### config.mk
export PLATFORM = sky130hd
export DESIGN_NAME = exec_control
export DESIGN_NICKNAME = d
export VERILOG_FILES = /design/src/rtl/exec_control.sv
export SDC_FILE = /design/constraint.sdc
export NUM_CORES = 1
export LEC_CHECK = 0
export BUFFER_PORTS_ARGS = -buffer_cell sky130_fd_sc_hd__buf_2
export CAP_MARGIN = 0
export CORE_MARGIN = 8
export CORE_UTILIZATION = 48
export CTS_CLUSTER_DIAMETER = 150
export DETAILED_ROUTE_END_ITERATION = 16
export GPL_TIMING_DRIVEN = 0
export HOLD_SLACK_MARGIN = 0.15
export PLACE_DENSITY = 0.73
export SLEW_MARGIN = 25
export SYNTH_ARGS = -nofsm -noshare
export SYNTH_HDL_FRONTEND = slang
export SYNTH_SLANG_ARGS = --single-unit
### constraint.sdc
create_clock -name clock -period 1.88 [get_ports clock]
set_input_delay 0.282 -clock clock [delete_from_list [all_inputs] [get_ports clock]]
set_output_delay 0.282 -clock clock [all_outputs]
set_load 0.005 [all_outputs]
### src/rtl/exec_control.sv
// ---------------------------------------------------------------------------
// exec_control
//
// Run/stop/step controller for a hand-operated processor front panel.
// A raw, bouncing, active-low EXEC push-button is synchronized and
// debounced into a single-cycle press pulse. A small FSM uses that pulse,
// together with the processor's halt pulse and the phase generator's
// end-of-cycle pulse, to decide whether the phase-clock generator runs.
// The FSM also drives a seven-segment status pattern.
//
// Parameters
//   DEBOUNCE_CYCLES  consecutive clock cycles a new button level must hold
//                    before it is accepted (2..65535)
//
// Ports
//   clock       in   system clock, everything updates on its rising edge
//   reset       in   synchronous active-high reset
//   execbutton  in   raw push-button, active-low, asynchronous, may bounce
//   stepmode    in   1 = a press from IDLE runs one instruction cycle only
//   halt        in   one-cycle pulse from the processor's halt instruction
//   phaseend    in   one-cycle pulse at the end of an instruction cycle
//   running     out  enable for the phase-clock generator
//   ispressed   out  one-cycle pulse per accepted button press
//   statusled   out  seven-segment status pattern
//   state       out  FSM state code (IDLE=0 RUN=1 STOPPING=2 STEP=3 HALTED=4)
// ---------------------------------------------------------------------------
module exec_control #(
  parameter int DEBOUNCE_CYCLES = 50000
) (
  input  logic       clock,
  input  logic       reset,
  input  logic       execbutton,
  input  logic       stepmode,
  input  logic       halt,
  input  logic       phaseend,
  output logic       running,
  output logic       ispressed,
  output logic [7:0] statusled,
  output logic [2:0] state
);

  // State codes are part of the external interface, so they are fixed
  // constants rather than an enum.
  localparam logic [2:0] IDLE     = 3'd0;
  localparam logic [2:0] RUN      = 3'd1;
  localparam logic [2:0] STOPPING = 3'd2;
  localparam logic [2:0] STEP     = 3'd3;
  localparam logic [2:0] HALTED   = 3'd4;

  localparam logic [7:0] LED_ACTIVE = 8'b10011110;
  localparam logic [7:0] LED_IDLE   = 8'b10110110;
  localparam logic [7:0] LED_HALTED = 8'b10001110;

  // Counter value at which a differing level has held long enough.
  localparam logic [15:0] DEBOUNCE_LAST = 16'(DEBOUNCE_CYCLES - 1);

  logic        sync_meta;
  logic        sync_level;
  logic        stable;
  logic        stable_prev;
  logic [15:0] counter;
  logic [2:0]  next_state;

  // Two-flop synchronizer for the asynchronous button. Reset to the
  // released level (1) so that a button held through reset is seen as a
  // brand-new press that must be debounced from scratch.
  always_ff @(posedge clock) begin
    if (reset) begin
      sync_meta  <= 1'b1;
      sync_level <= 1'b1;
    end else begin
      sync_meta  <= execbutton;
      sync_level <= sync_meta;
    end
  end

  // Debouncer: the counter measures how long the synchronized level has
  // disagreed with the accepted level. Any agreeing sample restarts the
  // count, so only an uninterrupted run of DEBOUNCE_CYCLES differing
  // samples changes the accepted level.
  always_ff @(posedge clock) begin
    if (reset) begin
      stable  <= 1'b1;
      counter <= 16'd0;
    end else if (sync_level == stable) begin
      counter <= 16'd0;
    end else if (counter == DEBOUNCE_LAST) begin
      stable  <= sync_level;
      counter <= 16'd0;
    end else begin
      counter <= counter + 16'd1;
    end
  end

  // Press pulse: registered falling-edge detect on the accepted level.
  // It fires the cycle after the accepted level drops; releases are silent.
  always_ff @(posedge clock) begin
    if (reset) begin
      stable_prev <= 1'b1;
      ispressed   <= 1'b0;
    end else begin
      stable_prev <= stable;
      ispressed   <= stable_prev & ~stable;
    end
  end

  // Next-state logic. halt is checked first wherever it is honoured, so it
  // beats a coincident press or phaseend. STOPPING and STEP only leave on
  // phaseend, which keeps the phase clock running to the end of the
  // current instruction cycle. Unused codes fall back to IDLE.
  always_comb begin
    next_state = state;
    case (state)
      IDLE: begin
        if (ispressed) begin
          next_state = stepmode ? STEP : RUN;
        end
      end
      RUN: begin
        if (halt) begin
          next_state = HALTED;
        end else if (ispressed) begin
          next_state = STOPPING;
        end
      end
      STOPPING, STEP: begin
        if (halt) begin
          next_state = HALTED;
        end else if (phaseend) begin
          next_state = IDLE;
        end
      end
      HALTED: begin
        if (ispressed) begin
          next_state = IDLE;
        end
      end
      default: begin
        next_state = IDLE;
      end
    endcase
  end

  // State register.
  always_ff @(posedge clock) begin
    if (reset) begin
      state <= IDLE;
    end else begin
      state <= next_state;
    end
  end

  // Outputs are pure decodes of the state register so they move on the
  // same edge as the state itself.
  always_comb begin
    running   = 1'b0;
    statusled = LED_IDLE;
    case (state)
      RUN, STOPPING, STEP: begin
        running   = 1'b1;
        statusled = LED_ACTIVE;
      end
      HALTED: begin
        statusled = LED_HALTED;
      end
      default: begin
        running   = 1'b0;
        statusled = LED_IDLE;
      end
    endcase
  end

endmodule

==> metrics.md, run 1 <==
| Metric | Value |
|---|---|
| DP Cell Count | `168` |
| RR Startpoint | `counter[0]` |
| Top-count cell post-synth | `nor2_1` |
| Min Tclk post-route | `1.76 ns` |
| Worst hold path type | `input pin to flip-flop` |
| Number of fillers in the final layout | `201` |
| Setup TNS | `0 ns` |
| Clock buffer depth | `2` |
| GP Congestion | `0.811` |
| Crit share post-route | `0.934` |
| Register area | `483 sq um` |
| Register bit total from synthesis | `24` |
| Multi-input gate area in the final layout | `548 sq um` |
| Share of the synthesized area in the top cell type | `0.445` |
| Setup CP Type | `flip-flop to flip-flop` |
| Layout cells sized above 1 | `0.234` |
| CTS buffer count | `3` |
| Die area | `4020 sq um` |
| CTS Root Cell | `clkbuf_4` |
| Hold Path Origin | `reset` |
| Avg WL per Cell | `11.2 um` |
| Pwr/cell area | `648 nW/um^2` |
| R2R Path End | `counter[10]` |
| Top post-synthesis cells by area | `dfxtp_1 (44%), xnor2_1 (12%), nor2_1 (9.4%)` |
| Total of max-cap violations | `0` |
| Peak supply drop | `0.414 mV` |
| Non-Filler Instances | `173` |
| Worst reg2reg setup slack | `0.12 ns` |
| Initial Util | `0.498` |
| Post-Syn Area | `1080 sq um` |
| Final hold vios | `0` |
| Top-Level Pins | `19` |
| Worst Hold Depth | `2` |
| FP Rows | `17` |
| Worst Setup SP | `counter[0]` |
| Avg Inst Size Synth | `8.71 sq um` |
| Clk slew on worst S/H paths | `0.13 ns` |
| Vias | `823` |
| WHS Endpoint | `state[2]` |
| Critical Path Source Type | `flip-flop` |
| Core footprint | `2170 sq um` |
| Die height | `63.4 um` |
| Nets | `153` |
| H-tree lvl count | `1` |
| Pin count of the biggest net entering global routing | `14` |
| Post-synth ARST share | `0` |
| CP arrival | `1.98 ns` |
| Top FF cell, synth | `dfxtp_1` |
| Routed met2 length | `909 um` |
| CP endpoint kind | `flip-flop` |
| # diodes | `0` |
| Die W | `63.4 um` |
| Worst skew pair latency | `0.31 ns` |
| Gr usage total | `0.107` |
| Port bufs | `13` |
| Run status | `completed` |
| Synth warn | `0` |
| Distinct cells, synth | `28` |
| Worst hold margin | `0.224 ns` |
| WP data required | `2.10 ns` |
| Iter 0 DRT Violations | `24` |
| Max FO, Critical Path | `10` |
| Post-synth EDFFs | `0` |
| Dpl cell area | `1190 sq um` |
| Final setup fails | `0` |
| Drt pass-1 iters | `4` |
| Routed wl met3 | `104 um` |
| Synth area leader | `dfxtp_1` |
| Top sig layer | `met4` |
| Final ANT Viol Nets | `0` |
| R2R depth | `6` |
| M1 wire length | `896 um` |
| First-pass GRT wire length | `3550 um` |
| Fin util | `0.577` |
| Initial antenna violation count | `0` |
| Final Cell Area | `1250 sq um` |
| Synth cell count leaders | `nor2_1 (27), dfxtp_1 (24), xnor2_1 (15), inv_1 (6), nor3_1 (6)` |
| CTS tree | `built` |
| Clock skew | `0.00828 ns` |
| Achievable Freq | `570 MHz` |
| CTS sink count | `24` |
| Grt total ovfl | `0` |
| DRC Markers | `0` |
| DRT Wirelength | `1930 um` |
| Mapped Cells | `124` |
| Area delta synth->final | `16.0%` |
| Vias in the first global route | `816` |
| Via-to-Cell Ratio | `4.76` |
| P_leak | `0.000454 uW` |
| Post-CTS Setup Inserts | `0` |
| HPWL Detailed | `1460 um` |
| RSZ-0062 raised after global routing | `no` |
| Seq/Total Area, Yosys | `0.445` |
| Fin. max-slew vios | `0` |
==> repair_timing <==
| item | in CTS | in global routing |
|---|---|---|
| gates resized for setup | 1 | 3 |
| endpoints found under the setup margin | 11 | 11 |
| hold buffers | 1 | 0 |
| pin swaps | 0 | 1 |
| hold endpoints to repair | 1 | 0 |
==> per-stage QoR <==
step | worst slack, ns | power, uW
after detailed placement | -0.0312 | 553
after global placement | -0.00809 | 552
after global routing | 0.0322 | 852
after floorplan | 0.104 | 543
final | 0.125 | 811
after CTS | 0.0182 | 821
==> where the power goes <==
| group | switching (uW) | leakage (uW) | internal, uW |
|---|---|---|---|
| Clock | 149 | 0.0000210 | 118 |
| Sequential | 1.52 | 0.000195 | 511 |
| Combinational | 13.8 | 0.000238 | 17.0 |
| Total | 165 | 0.000454 | 647 |
==> flip-flops by register name, indices dropped and copies added (netlist names) <==
register	count
sync_level	1
ispressed	1
state	3
stable	1
sync_meta	1
stable_prev	1
counter	16
==> layer usage <==
layer	GRT usage	vias to the layer above
met1	0.110	360
met2	0.184	17
met3	0.0512	5
met4	0.0418	0
met5	0	-
li1	-	441
==> critical path: stages (launching register included) <==
cell and delay, ns:
dfxtp_2 0.38, ha_1 0.23, nand3_4 0.14, or4_4 0.60, nand2_4 0.12, buf_6 0.14, nor2_1 0.06
==> logic make-up after synthesis <==
logic type,share of synthesized area
other,0.00696
AND/OR/NAND/NOR,0.293
flip-flops,0.445
XOR/XNOR,0.130
adder cells (fa/ha/maj),0.0116
multiplexers,0.0104
buffers and inverters,0.0695
AO/OA/AOI/OAI,0.0336
==> cell usage in the layout, fill, tap and decap left out, types with 2 or more instances in the layout <==
| master | synthesis | routed |
|---|---|---|
| a21oi_1 | 4 | 4 |
| buf_2 | 0 | 13 |
| buf_4 | 5 | 5 |
| clkbuf_4 | 0 | 3 |
| conb_1 | 2 | 5 |
| dfxtp_1 | 24 | 22 |
| dfxtp_2 | 0 | 2 |
| inv_1 | 6 | 6 |
| nand2_1 | 4 | 4 |
| nand2b_1 | 2 | 2 |
| nand3_1 | 5 | 4 |
| nand4_1 | 3 | 3 |
| nor2_1 | 27 | 27 |
| nor3_1 | 6 | 6 |
| nor4_1 | 4 | 4 |
| or2_2 | 3 | 3 |
| xnor2_1 | 15 | 15 |
==> worst max-delay path by stage <==
stage,end,cells after the start,slack (ns)
after floorplan,stable,3,0.10
after global placement,counter[8],6,-0.008
after detailed placement,counter[2],6,-0.03
after CTS,counter[2],5,0.02
after global routing,counter[10],6,0.03
final,counter[10],6,0.12
==> layout make-up <==
type                    instances  area share
plain buffers                   7      0.0420
repair buffers                 14      0.0599
multi-input cells              90       0.438
clock buffers                   4      0.0290
inverters                       6      0.0180
flip-flops and latches         24       0.386
well taps                      28      0.0280
No activity file was read; power rests on OpenSTA's default activity.
==> inputs of run 2 (changes only) <==
--- a/config.mk
+++ b/config.mk
@@ -8,12 +8,13 @@
 export BUFFER_PORTS_ARGS = -buffer_cell sky130_fd_sc_hd__buf_2
 export CAP_MARGIN = 0
 export CORE_MARGIN = 8
-export CORE_UTILIZATION = 48
+export CORE_UTILIZATION = 51
+export CTS_BUF_LIST = sky130_fd_sc_hd__clkbuf_4 sky130_fd_sc_hd__clkbuf_8
 export CTS_CLUSTER_DIAMETER = 150
 export DETAILED_ROUTE_END_ITERATION = 16
 export GPL_TIMING_DRIVEN = 0
 export HOLD_SLACK_MARGIN = 0.15
-export PLACE_DENSITY = 0.73
+export PLACE_DENSITY = 0.77
 export SLEW_MARGIN = 25
 export SYNTH_ARGS = -nofsm -noshare
 export SYNTH_HDL_FRONTEND = slang
==> run 2 against run 1 <==
  * Global-route usage is 0.11 points higher
  * Critical endpoint is now counter[6]
  * Sequential cell count stayed put
  * Clock skew is 0.0065 ns lower
  * Combinational power hardly changed
  * Sequential share of layout area is 0.33 points higher
  * Maximum frequency is 3.0% lower
  * Sequential power hardly changed
  * Clock-buffer cell count is 1 lower
  * Via count is 0.85% higher
  * Highest routed layer unchanged
  * Critical path type unchanged
==> metrics.md, run 2 (synthesis results as in run 1) <==
| Metric | Value |
|---|---|
| Run status | `completed` |
| First-pass GRT wire length | `3160 um` |
| Crit share post-route | `0.962` |
| Worst reg2reg setup slack | `0.07 ns` |
| Core footprint | `1980 sq um` |
| Internal Power | `603 uW` |
| RSZ-0062 raised after global routing | `no` |
| CP Cell Sequence | `or4_1 -> or4_4 -> nand2_4 -> buf_6 -> nor2_1` |
| CTS buffer count | `3` |
| HPWL Detailed | `1420 um` |
| Min Tclk post-route | `1.81 ns` |
| Avg WL per Cell | `10.8 um` |
| Max stage delay on crit path | `0.53 ns` |
| P_leak | `0.000443 uW` |
| Fin. max-slew vios | `0` |
| Net Sw Frac | `0.195` |
| CP endpoint kind | `flip-flop` |
| Grt total ovfl | `0` |
| Die height | `62.0 um` |
| Final hold vios | `0` |
| Clock power share | `0.274` |
| Die W | `62.0 um` |
| Pin count of the biggest net entering global routing | `13` |
| Vias in the first global route | `806` |
| DRC Markers | `0` |
| R2R depth | `5` |
| CTS Root Cell | `clkbuf_4` |
| Post-CTS Setup Inserts | `0` |
| Clock skew | `0.00179 ns` |
| WHS Endpoint | `state[2]` |
| Max FO, Critical Path | `10` |
| Layout cells sized above 1 | `0.229` |
| Final ANT Viol Nets | `0` |
| Top-Level Pins | `19` |
| P_sw | `146 uW` |
| Pwr Total | `749 uW` |
| Vias | `830` |
| Top flop regs | `counter (16), state (3)` |
| # diodes | `0` |
| Drt pass-1 iters | `3` |
| Gr usage total | `0.109` |
| H-tree lvl count | `1` |
| Reg power frac | `0.684` |
| CP arrival | `2.01 ns` |
| Peak supply drop | `0.607 mV` |
| Logic pwr share | `0.041` |
| Worst hold path type | `input pin to flip-flop` |
| Number of fillers in the final layout | `186` |
| Clock buffer depth | `2` |
| RR Startpoint | `counter[11]` |
| WP data required | `2.08 ns` |
| Total of max-cap violations | `0` |
| CP max-delay cell | `or4_4` |
| Area delta synth->final | `14.7%` |
| Port bufs | `13` |
| Largest register FFs | `16` |
| Most common cell after layout, fill and taps aside | `nor2_1` |
| DRT Wirelength | `1850 um` |
| Iter 0 DRT Violations | `20` |
| Final setup fails | `0` |
| Setup TNS | `0 ns` |
| Achievable Freq | `553 MHz` |
| R2R Path End | `counter[6]` |
| Die area | `3850 sq um` |
| Most frequent cells in the layout | `nor2_1 (27), dfxtp_1 (23), xnor2_1 (15)` |
| FP Rows | `16` |
| Initial antenna violation count | `0` |
| GP Congestion | `0.877` |
| Via-to-Cell Ratio | `4.85` |
| Nets | `153` |
| Worst hold margin | `0.229 ns` |
| Clk slew on worst S/H paths | `0.11 ns` |
| Worst skew pair latency | `0.30 ns` |
| CTS tree | `built` |
| Pwr/cell area | `604 nW/um^2` |
| Worst Hold Depth | `2` |
| Hold Path Origin | `reset` |
| Critical Path Source Type | `flip-flop` |
| Initial Util | `0.545` |
| Largest Register | `counter` |
| Setup CP Type | `flip-flop to flip-flop` |
| CTS sink count | `24` |
==> run 2: cell types whose count changed in the layout (fill, tap and decap cells not counted), sizes merged <==
cell and delta:
clkbuf -1
==> run 2: cell type report <==
class,instances,area [sq um],area share
multi-input combinational,90,551,0.444
sequential,24,482,0.389
timing repair buffer,14,75.1,0.0606
buffer,7,52.6,0.0424
tap,27,33.8,0.0273
clock buffer,3,22.5,0.0182
inverter,6,22.5,0.0182
==> run 2: worst max-delay path by stage <==
stage	from	endpoint	cells past startpoint
final	counter[11]	counter[6]	5
after global routing	counter[0]	counter[9]	6
after CTS	counter[12]	counter[6]	5
after detailed placement	counter[0]	counter[6]	6
after global placement	counter[0]	counter[8]	6
after floorplan	counter[12]	stable	3
==> run 2: power groups by stage <==
stage,combinational (uW),sequential (uW),clock [uW]
2_1_floorplan,19.1,524,0
3_3_place_gp,27.9,524,0
3_5_place_dp,28.8,524,0
4_1_cts,29.1,512,217
5_1_grt,34.7,513,234
6_report,30.9,512,205
==> run 2: critical path, delay by kind of cell, from the launching register on <==
family | cells | cell delay, ns
buffers and inverters | 1 | 0.14
DFF | 1 | 0.35
and+or+nand+nor | 4 | 1.23
==> run 2: routing by layer <==
layer	global-route usage	wire, um	vias to the layer above
met3	0.0432	142	2
met2	0.199	895	16
li1	-	-	445
met4	0.0292	10	0
met1	0.111	799	367
met5	0	0	-
==> run 2: through the flow <==
step	utilization	instances	worst slack, ns	instance area, sq um
after floorplan	-	127	0.104	1090
after global placement	0.600	167	-0.000588	1190
after detailed placement	0.600	167	-0.0462	1190
after CTS	0.614	170	0.0218	1220
after global routing	0.625	171	0.000185	1240
final	0.625	171	0.0711	1240
==> run 2: what timing repair did <==
action,CTS,global route
endpoints found under the hold margin,0,1
hold buffers,0,1
gates cloned,0,0
endpoints found under the setup margin,11,11
pin swaps,0,1
gates resized for setup,1,3
